<file path="src/rtl/game_countdown_timer_if.sv">
// game_countdown_timer_if: control inputs and BCD/status outputs of the countdown timer.
interface game_countdown_timer_if;
   logic       slow_clk;
   logic       start;
   logic       pause;
   logic       bonus;
   logic [3:0] sec_tens;
   logic [3:0] sec_ones;
   logic [3:0] tenths;
   logic       running;
   logic       done;
   logic       time_up;
   modport master (
      output slow_clk, start, pause, bonus,
      input  sec_tens, sec_ones, tenths, running, done, time_up
   );
   modport slave (
      input  slow_clk, start, pause, bonus,
      output sec_tens, sec_ones, tenths, running, done, time_up
   );
endinterface

</file>
<file path="src/rtl/game_countdown_timer.sv">
// game_countdown_timer: tenth-second game countdown with pause, bonus credit and BCD digit outputs.
module game_countdown_timer #(
   parameter int START_SEC = 60,
   parameter int BONUS_SEC = 5
) (
   input logic                  clk,
   input logic                  reset,
   game_countdown_timer_if.slave bus
);
   typedef enum logic [1:0] {IDLE, RUN, PAUSE, DONE} state_t;
   localparam logic [9:0]  START_CNT = 10'(START_SEC * 10);
   localparam logic [10:0] BONUS_CNT = 11'(BONUS_SEC * 10);
   state_t      state_q, state_d;
   logic [9:0]  count_q, count_d;
   logic [2:0]  sync_q;
   logic        time_up_q, time_up_d;
   logic        tick, dec_en;
   logic [10:0] sum;
   logic [9:0]  count_sat;
   // both edges of slow_clk count, seen after two synchronizer stages
   assign tick      = sync_q[1] ^ sync_q[2];
   assign dec_en    = tick && !bus.pause && state_q == RUN;
   assign sum       = 11'(count_q) - 11'(dec_en) + (bus.bonus ? BONUS_CNT : 11'd0);
   assign count_sat = sum > 11'd999 ? 10'd999 : sum[9:0];
   always_ff @(posedge clk or negedge reset) begin
      if (!reset) begin
         sync_q    <= '0;
         state_q   <= IDLE;
         count_q   <= '0;
         time_up_q <= 1'b0;
      end else begin
         sync_q    <= {sync_q[1:0], bus.slow_clk};
         state_q   <= state_d;
         count_q   <= count_d;
         time_up_q <= time_up_d;
      end
   end
   always_comb begin
      state_d   = state_q;
      count_d   = count_q;
      time_up_d = 1'b0;
      if (bus.start) begin
         count_d = START_CNT;
         state_d = bus.pause ? PAUSE : RUN;
      end else begin
         unique case (state_q)
            RUN: begin
               count_d   = count_sat;
               time_up_d = count_sat == 10'd0;
               state_d   = count_sat == 10'd0 ? DONE : bus.pause ? PAUSE : RUN;
            end
            PAUSE: begin
               count_d = count_sat;
               state_d = bus.pause ? PAUSE : RUN;
            end
            DONE:    count_d = '0;
            default: ;
         endcase
      end
   end
   assign bus.sec_tens = 4'(count_q / 10'd100);
   assign bus.sec_ones = 4'((count_q / 10'd10) % 10'd10);
   assign bus.tenths   = 4'(count_q % 10'd10);
   assign bus.running  = state_q == RUN;
   assign bus.done     = state_q == DONE;
   assign bus.time_up  = time_up_q;
endmodule

</file>
<file path="src/flat_wrapper.sv">
// flat-port wrapper written by rule: the top's interface ports become plain ports
module game_countdown_timer_flat 
#(
   parameter int START_SEC = 60,
   parameter int BONUS_SEC = 5
)
  (clk, reset, bus_slow_clk, bus_start, bus_pause, bus_bonus, bus_sec_tens, bus_sec_ones, bus_tenths, bus_running, bus_done, bus_time_up);
  game_countdown_timer_if bus_i ();
  input logic clk;
  input logic reset;
  input wire logic [$bits(bus_i.slow_clk)-1:0] bus_slow_clk;
  input wire logic [$bits(bus_i.start)-1:0] bus_start;
  input wire logic [$bits(bus_i.pause)-1:0] bus_pause;
  input wire logic [$bits(bus_i.bonus)-1:0] bus_bonus;
  output wire logic [$bits(bus_i.sec_tens)-1:0] bus_sec_tens;
  output wire logic [$bits(bus_i.sec_ones)-1:0] bus_sec_ones;
  output wire logic [$bits(bus_i.tenths)-1:0] bus_tenths;
  output wire logic [$bits(bus_i.running)-1:0] bus_running;
  output wire logic [$bits(bus_i.done)-1:0] bus_done;
  output wire logic [$bits(bus_i.time_up)-1:0] bus_time_up;
  assign bus_i.slow_clk = bus_slow_clk;
  assign bus_i.start = bus_start;
  assign bus_i.pause = bus_pause;
  assign bus_i.bonus = bus_bonus;
  assign bus_sec_tens = bus_i.sec_tens;
  assign bus_sec_ones = bus_i.sec_ones;
  assign bus_tenths = bus_i.tenths;
  assign bus_running = bus_i.running;
  assign bus_done = bus_i.done;
  assign bus_time_up = bus_i.time_up;
  game_countdown_timer #(.START_SEC(START_SEC), .BONUS_SEC(BONUS_SEC)) u_core (.clk(clk), .reset(reset), .bus(bus_i));
endmodule
</file>
<file path="config.mk">
export PLATFORM = sky130hd
export DESIGN_NAME = game_countdown_timer_flat
export DESIGN_NICKNAME = d
export VERILOG_FILES = /design/src/rtl/game_countdown_timer_if.sv /design/src/rtl/game_countdown_timer.sv /design/src/flat_wrapper.sv
export SDC_FILE = /design/constraint.sdc
export NUM_CORES = 1
export LEC_CHECK = 0
export ABC_AREA = 1
export BUFFER_PORTS_ARGS = -buffer_cell sky130_fd_sc_hd__buf_2
export CAP_MARGIN = 20
export CORE_MARGIN = 8
export CORE_UTILIZATION = 35
export DETAILED_ROUTE_END_ITERATION = 8
export GPL_TIMING_DRIVEN = 0
export PLACE_DENSITY = 0.54
export SLEW_MARGIN = 20
export SYNTH_ARGS = -nofsm -noshare
export SYNTH_HDL_FRONTEND = slang
export SYNTH_SLANG_ARGS = --single-unit
</file>
<file path="constraint.sdc">
create_clock -name clk -period 12.51 [get_ports clk]
set_clock_uncertainty 0.15 [all_clocks]
set_input_delay 1.251 -clock clk [delete_from_list [all_inputs] [get_ports clk]]
set_output_delay 1.251 -clock clk [all_outputs]
set_load 0.01 [all_outputs]
</file>
==> impl_metrics.yaml, run 1 <==
cts:
  clock-sinks: 16
  cts_tree: "done"
  clkLatencyLatePin_ns: 0.25
  root_buffer: "clkbuf_8"
  cts-htree-levels: 1
  ctsHoldBuffers: 0
  clk_path_buf_depth: 2
  cts_setup_buffers: 0
  cts_inserted_buffers: 3
  cts_resized: 0
  cts.clk_slew.worst_paths_ns: 0.07
drt:
  drc: 0
  routedWlPerCell_um: 11.7
  vias: 3101
  wl_mm: 7.40
  ant_nets: 0
  drtIter0Drc: 92
  via_per_inst: 4.92
  drt_first_pass_iters: 4
worst_setup_path:
  critPathRequiredTime_ns: 11.11
  cp_slowest_stage_delay_ns: 0.48
  path_max_fanout: 9
  critPathMostFrequentCell: "nand2_2"
  critPathLaunchType: "flop"
  cp.arrival_ns: 6.36
  endpoint_kind: "output pin"
  worstSetupPathType: "flop to output pin"
  slowest_stage: "dfrtp_1"
placement:
  hpwl_mm: 6.21
  port_buffers: 20
  place_area_um2: 3500
  place_congestion: 0.824
synthesis:
  avgSynthCellArea_um2: 6.58
  yosys.area.top_type: "nand2_1"
  ys_seq_area_share_pct: 12.3
  yosysWarnings: 0
  netlist.area_leader.share_pct: 12.4
  synth_common_cells: "nand2_1, inv_1, nor2_1"
  syn_nets: 533
  synth_area_leaders: "nand2_1, dfrtp_1, ha_1"
  synthArstFlopShare_pct: 100
  ys_ff_latch: 16
  synth_cell_types: 43
  netlist_area_um2: 3260
  synthCells: 495
  synth-edff-count: 0
  yosysMostFrequentCell: "nand2_1"
  synthFlopType: "dfrtp_1"
floorplanning:
  fp.dieH_um: 113
  coreArea_um2: 9150
  start_util_pct: 35.6
  die_w_um: 113
  rows: 35
  die_area_um2: 12700
  pin_count: 21
timing:
  period_share_pct: 62.1
  drv_slew: 0
  worst_pin_slew_ns: 0.500
  hold_viol: 0
  finalCriticalPeriod_ns: 7.77
  slew_headroom_pct: 66.4
  fmax_mhz: 129
  setup_viol: 0
  finalSetupTns_ns: 0
  rsz0062_at_grt: "false"
outcome:
  outcome: "finished clean"
worst_hold_path:
  hold_class: "flop to flop"
grt:
  grt_pass1_vias: 3046
  grt_pass1_wl_mm: 13.3
  grt_max_degree: 17
  grt_overflow: 0
  antenna_found_initial: 0
  grt_use_total_pct: 12.0
flow_run:
  maxCapViolCount: 0
finish:
  syn_to_final_growth_pct: 9.02
  antenna-diode-count: 0
  final_area_um2: 3550
  nets: 558
  fillers: 1003
  drive_gt1_share_pct: 21.6
[metrics by stage]
| stage | std cells | utilization (%) | hold slack [ns] | worst slack [ns] |
|---|---|---|---|---|
| after floorplan | 495 | - | 0.181 | 5.88 |
| after global placement | 626 | 38.2 | 0.194 | 5.01 |
| after detailed placement | 626 | 38.2 | 0.195 | 4.98 |
| after CTS | 630 | 38.8 | 0.201 | 4.69 |
| after global routing | 630 | 38.8 | 0.208 | 4.04 |
| final | 630 | 38.8 | 0.200 | 4.74 |
[critical path, delay by kind of cell (launching register included)]
family | cells | cell delay [ns]
adders and majority gates | 3 | 0.62
buffers and inverters | 5 | 0.49
and+or+nand+nor | 36 | 3.97
AOI/OAI and AO/OA | 2 | 0.38
xor gates and xnor gates | 1 | 0.15
DFF | 1 | 0.48
[per-layer routing]
metal | GRT usage [%] | up-vias | wire, um
li1 | - | 1651 | -
met1 | 14.6 | 1411 | 3530
met2 | 22.8 | 35 | 3690
met3 | 0.966 | 4 | 143
met4 | 1.71 | 0 | 37
met5 | 0 | - | 0
[sequential cells by signal, indices dropped and copies added, names as in the netlist]
signal              count
u_core.count_q         10
u_core.state_q          2
u_core.sync_q           3
u_core.bus.time_up      1
[layout by cell type (no fill, tap or decap), drive strengths merged]
master / synthesis / layout
o211ai: 6 / 6
o21ai: 12 / 12
nand3: 49 / 49
buf: 1 / 21
nor3: 2 / 2
o21bai: 5 / 5
a221o: 1 / 1
ha: 31 / 31
o22a: 1 / 1
nand4: 22 / 22
xor2: 18 / 18
a211oi: 1 / 1
dfrtp: 16 / 16
or2: 2 / 2
nand2: 149 / 149
o22ai: 7 / 7
a21oi: 19 / 19
o21a: 1 / 1
nor4: 4 / 4
inv: 88 / 88
clkinv: 5 / 5
fa: 1 / 1
and2: 1 / 1
nor2: 46 / 46
clkbuf: 0 / 4
o2111ai: 1 / 1
a21o: 1 / 1
xnor2: 4 / 4
o311ai: 1 / 1
[cell families after synthesis]
logic type                 after synthesis  share of synthesized area, %
DFF                                     16                          12.3
buffers and inverters                   94                          11.1
adders and majority gates               32                          12.5
AOI/OAI and AO/OA                       56                          11.0
xor gates and xnor gates                22                          5.91
and+or+nand+nor                        275                          47.1
[cell type report]
cell class | count | area, um2 | area share (%)
Multi-Input combinational cell | 385 | 2500 | 70.2
Inverter | 93 | 355 | 10.0
Sequential cell | 16 | 400 | 11.3
Clock buffer | 4 | 55.1 | 1.55
Timing Repair Buffer | 20 | 100 | 2.82
Tap cell | 111 | 139 | 3.91
Buffer | 1 | 7.51 | 0.211
[path summary, 6_finish.rpt]
path / slack (ns) / cells after the start / start / end
worst max-delay path: 4.74 / 47 / u_core.count_q[6] / bus_sec_ones[3]
worst min-delay path: 0.20 / 0 / u_core.sync_q[0] / u_core.sync_q[1]
worst max register to register: 7.94 / 22 / u_core.state_q[1] / u_core.state_q[0]
worst min register to register: 0.20 / 0 / u_core.sync_q[0] / u_core.sync_q[1]
max in group asynchronous: 11.17 / 1 / reset / u_core.count_q[3]
min in group asynchronous: 0.76 / 1 / reset / u_core.state_q[1]
Power of run 1 is not shown: default switching activity piles up to over one toggle a cycle in this logic, so the estimate is an artifact.
==> inputs of run 2 (changes only) <==
Clock period 12.51 ns to 7.21 ns, I/O delays scaled along.
==> impl_metrics.yaml, run 2 (same netlist as run 1, synthesis figures left out) <==
outcome:
  outcome: "finished clean"
cts:
  clk_path_buf_depth: 2
  root_buffer: "clkbuf_8"
  cts_inserted_buffers: 3
  ctsHoldBuffers: 0
  cts_tree: "done"
  cts-htree-levels: 1
  cts.clk_slew.worst_paths_ns: 0.07
  clkLatencyLatePin_ns: 0.25
  clock-sinks: 16
worst_hold_path:
  hold_class: "flop to flop"
  min_from: "u_core.sync_q[0]"
  min_to: "u_core.sync_q[1]"
  hold_depth: 0
worst_setup_path:
  worstSetupPathType: "flop to output pin"
  r2r_cells: 22
  reg2reg_slack_ns: 2.63
  cp.arrival_ns: 5.86
  critPathMostFrequentCell: "nand2_1"
  critPathRequiredTime_ns: 6.34
  critPathLaunchType: "flop"
  path_max_fanout: 9
  cp_slowest_stage_delay_ns: 0.44
  rr_startpoint: "u_core.state_q[1]"
  endpoint_kind: "output pin"
  slowest_stage: "dfrtp_2"
  r2r_end: "u_core.state_q[0]"
grt:
  grt_max_degree: 17
  grt_overflow: 0
  grt_pass1_vias: 3046
  antenna_found_initial: 0
  grt_use_total_pct: 12.0
  grt_pass1_wl_mm: 13.3
drt:
  vias: 3180
  wl_mm: 7.72
  via_per_inst: 4.91
  ant_nets: 0
  drtIter0Drc: 67
  drt_first_pass_iters: 4
  routedWlPerCell_um: 11.9
  drc: 0
floorplanning:
  fp.dieH_um: 113
  rows: 35
  die_area_um2: 12700
  die_w_um: 113
  start_util_pct: 35.6
  coreArea_um2: 9150
  pin_count: 21
timing:
  slew_headroom_pct: 67.4
  fmax_mhz: 148
  finalSetupTns_ns: 0
  finalCriticalPeriod_ns: 6.74
  hold_viol: 0
  hold_ws_ns: 0.200
  period_share_pct: 93.4
  drv_slew: 0
  worst_pin_slew_ns: 0.485
  setup_viol: 0
finish:
  max_flop_register: "u_core.count_q"
  drive_gt1_share_pct: 29.4
  nets: 576
  mostFrequentLayoutCells: "nand2_1, inv_1, nor2_1"
  final_area_um2: 3820
  final_common_cell: "nand2_1"
  fillers: 981
  fin_util_pct: 41.7
  largestRegisters: "u_core.count_q (10), u_core.sync_q (3), u_core.state_q (2)"
  largest_reg_flops: 10
  syn_to_final_growth_pct: 17.2
  antenna-diode-count: 0
placement:
  port_buffers: 20
  place_congestion: 0.824
  hpwl_mm: 6.21
  place_area_um2: 3500
flow_run:
  maxCapViolCount: 0
==> run 2: cell types whose count changed in the layout (fill, tap and decap cells not counted), moves of 4 or more <==
| cell | previous run | this run |
|---|---|---|
| nand2_4 | 12 | 18 |
| nand3_1 | 34 | 30 |
| nand2_1 | 108 | 98 |
| buf_4 | 1 | 19 |
==> run 2: final cells by class <==
class	count	area, um2	area share [%]
multi-input cells	385	2620	68.6
well taps	111	139	3.64
clock buffers	4	55.1	1.44
inverters	93	360	9.43
flip-flops and latches	16	404	10.6
plain buffers	1	7.51	0.197
repair buffers	38	235	6.16
==> run 2: worst max-delay path: cells and delay by family, from the launching register on <==
family / cells / cell delay (ns)
xor+xnor: 1 / 0.13
simple gates: 35 / 3.74
compound gates: 1 / 0.19
buf+inv: 7 / 0.58
flops: 1 / 0.44
fa+ha+maj: 3 / 0.52
==> run 2: what timing repair did <==
action	CTS	global route
setup endpoints to repair	2	3
pin swaps	0	18
gates resized for setup	1	39
buffers inserted	0	18
==> run 2: worst max-delay path by stage <==
stage / end / cells after the start / slack, ns / startpoint
after floorplan: bus_sec_ones[3] / 45 / 1.11 / u_core.count_q[6]
after global placement: bus_sec_ones[3] / 47 / 0.24 / u_core.count_q[6]
after detailed placement: bus_sec_ones[3] / 48 / 0.21 / u_core.count_q[6]
after CTS: bus_sec_ones[3] / 47 / 0.01 / u_core.count_q[6]
after global routing: bus_sec_ones[3] / 49 / -0.07 / u_core.count_q[6]
final: bus_sec_ones[3] / 47 / 0.47 / u_core.count_q[6]
==> run 2: per-stage QoR <==
step                std cells  worst slack [ns]
floorplan                 495              1.11
global route              648           -0.0717
finish                    648             0.474
global placement          626             0.244
CTS                       630            0.0109
detailed placement        626             0.208
==> run 2: layer usage <==
layer	part of all wire, %	vias up	GRT usage [%]	wire length, um
met5	0	-	0	0
li1	-	1694	-	-
met2	50	36	22.8	3880
met3	1.9	8	0.966	150
met4	0.97	0	1.71	75
met1	47	1442	14.6	3610
Power of run 2 is left out for the same reason.
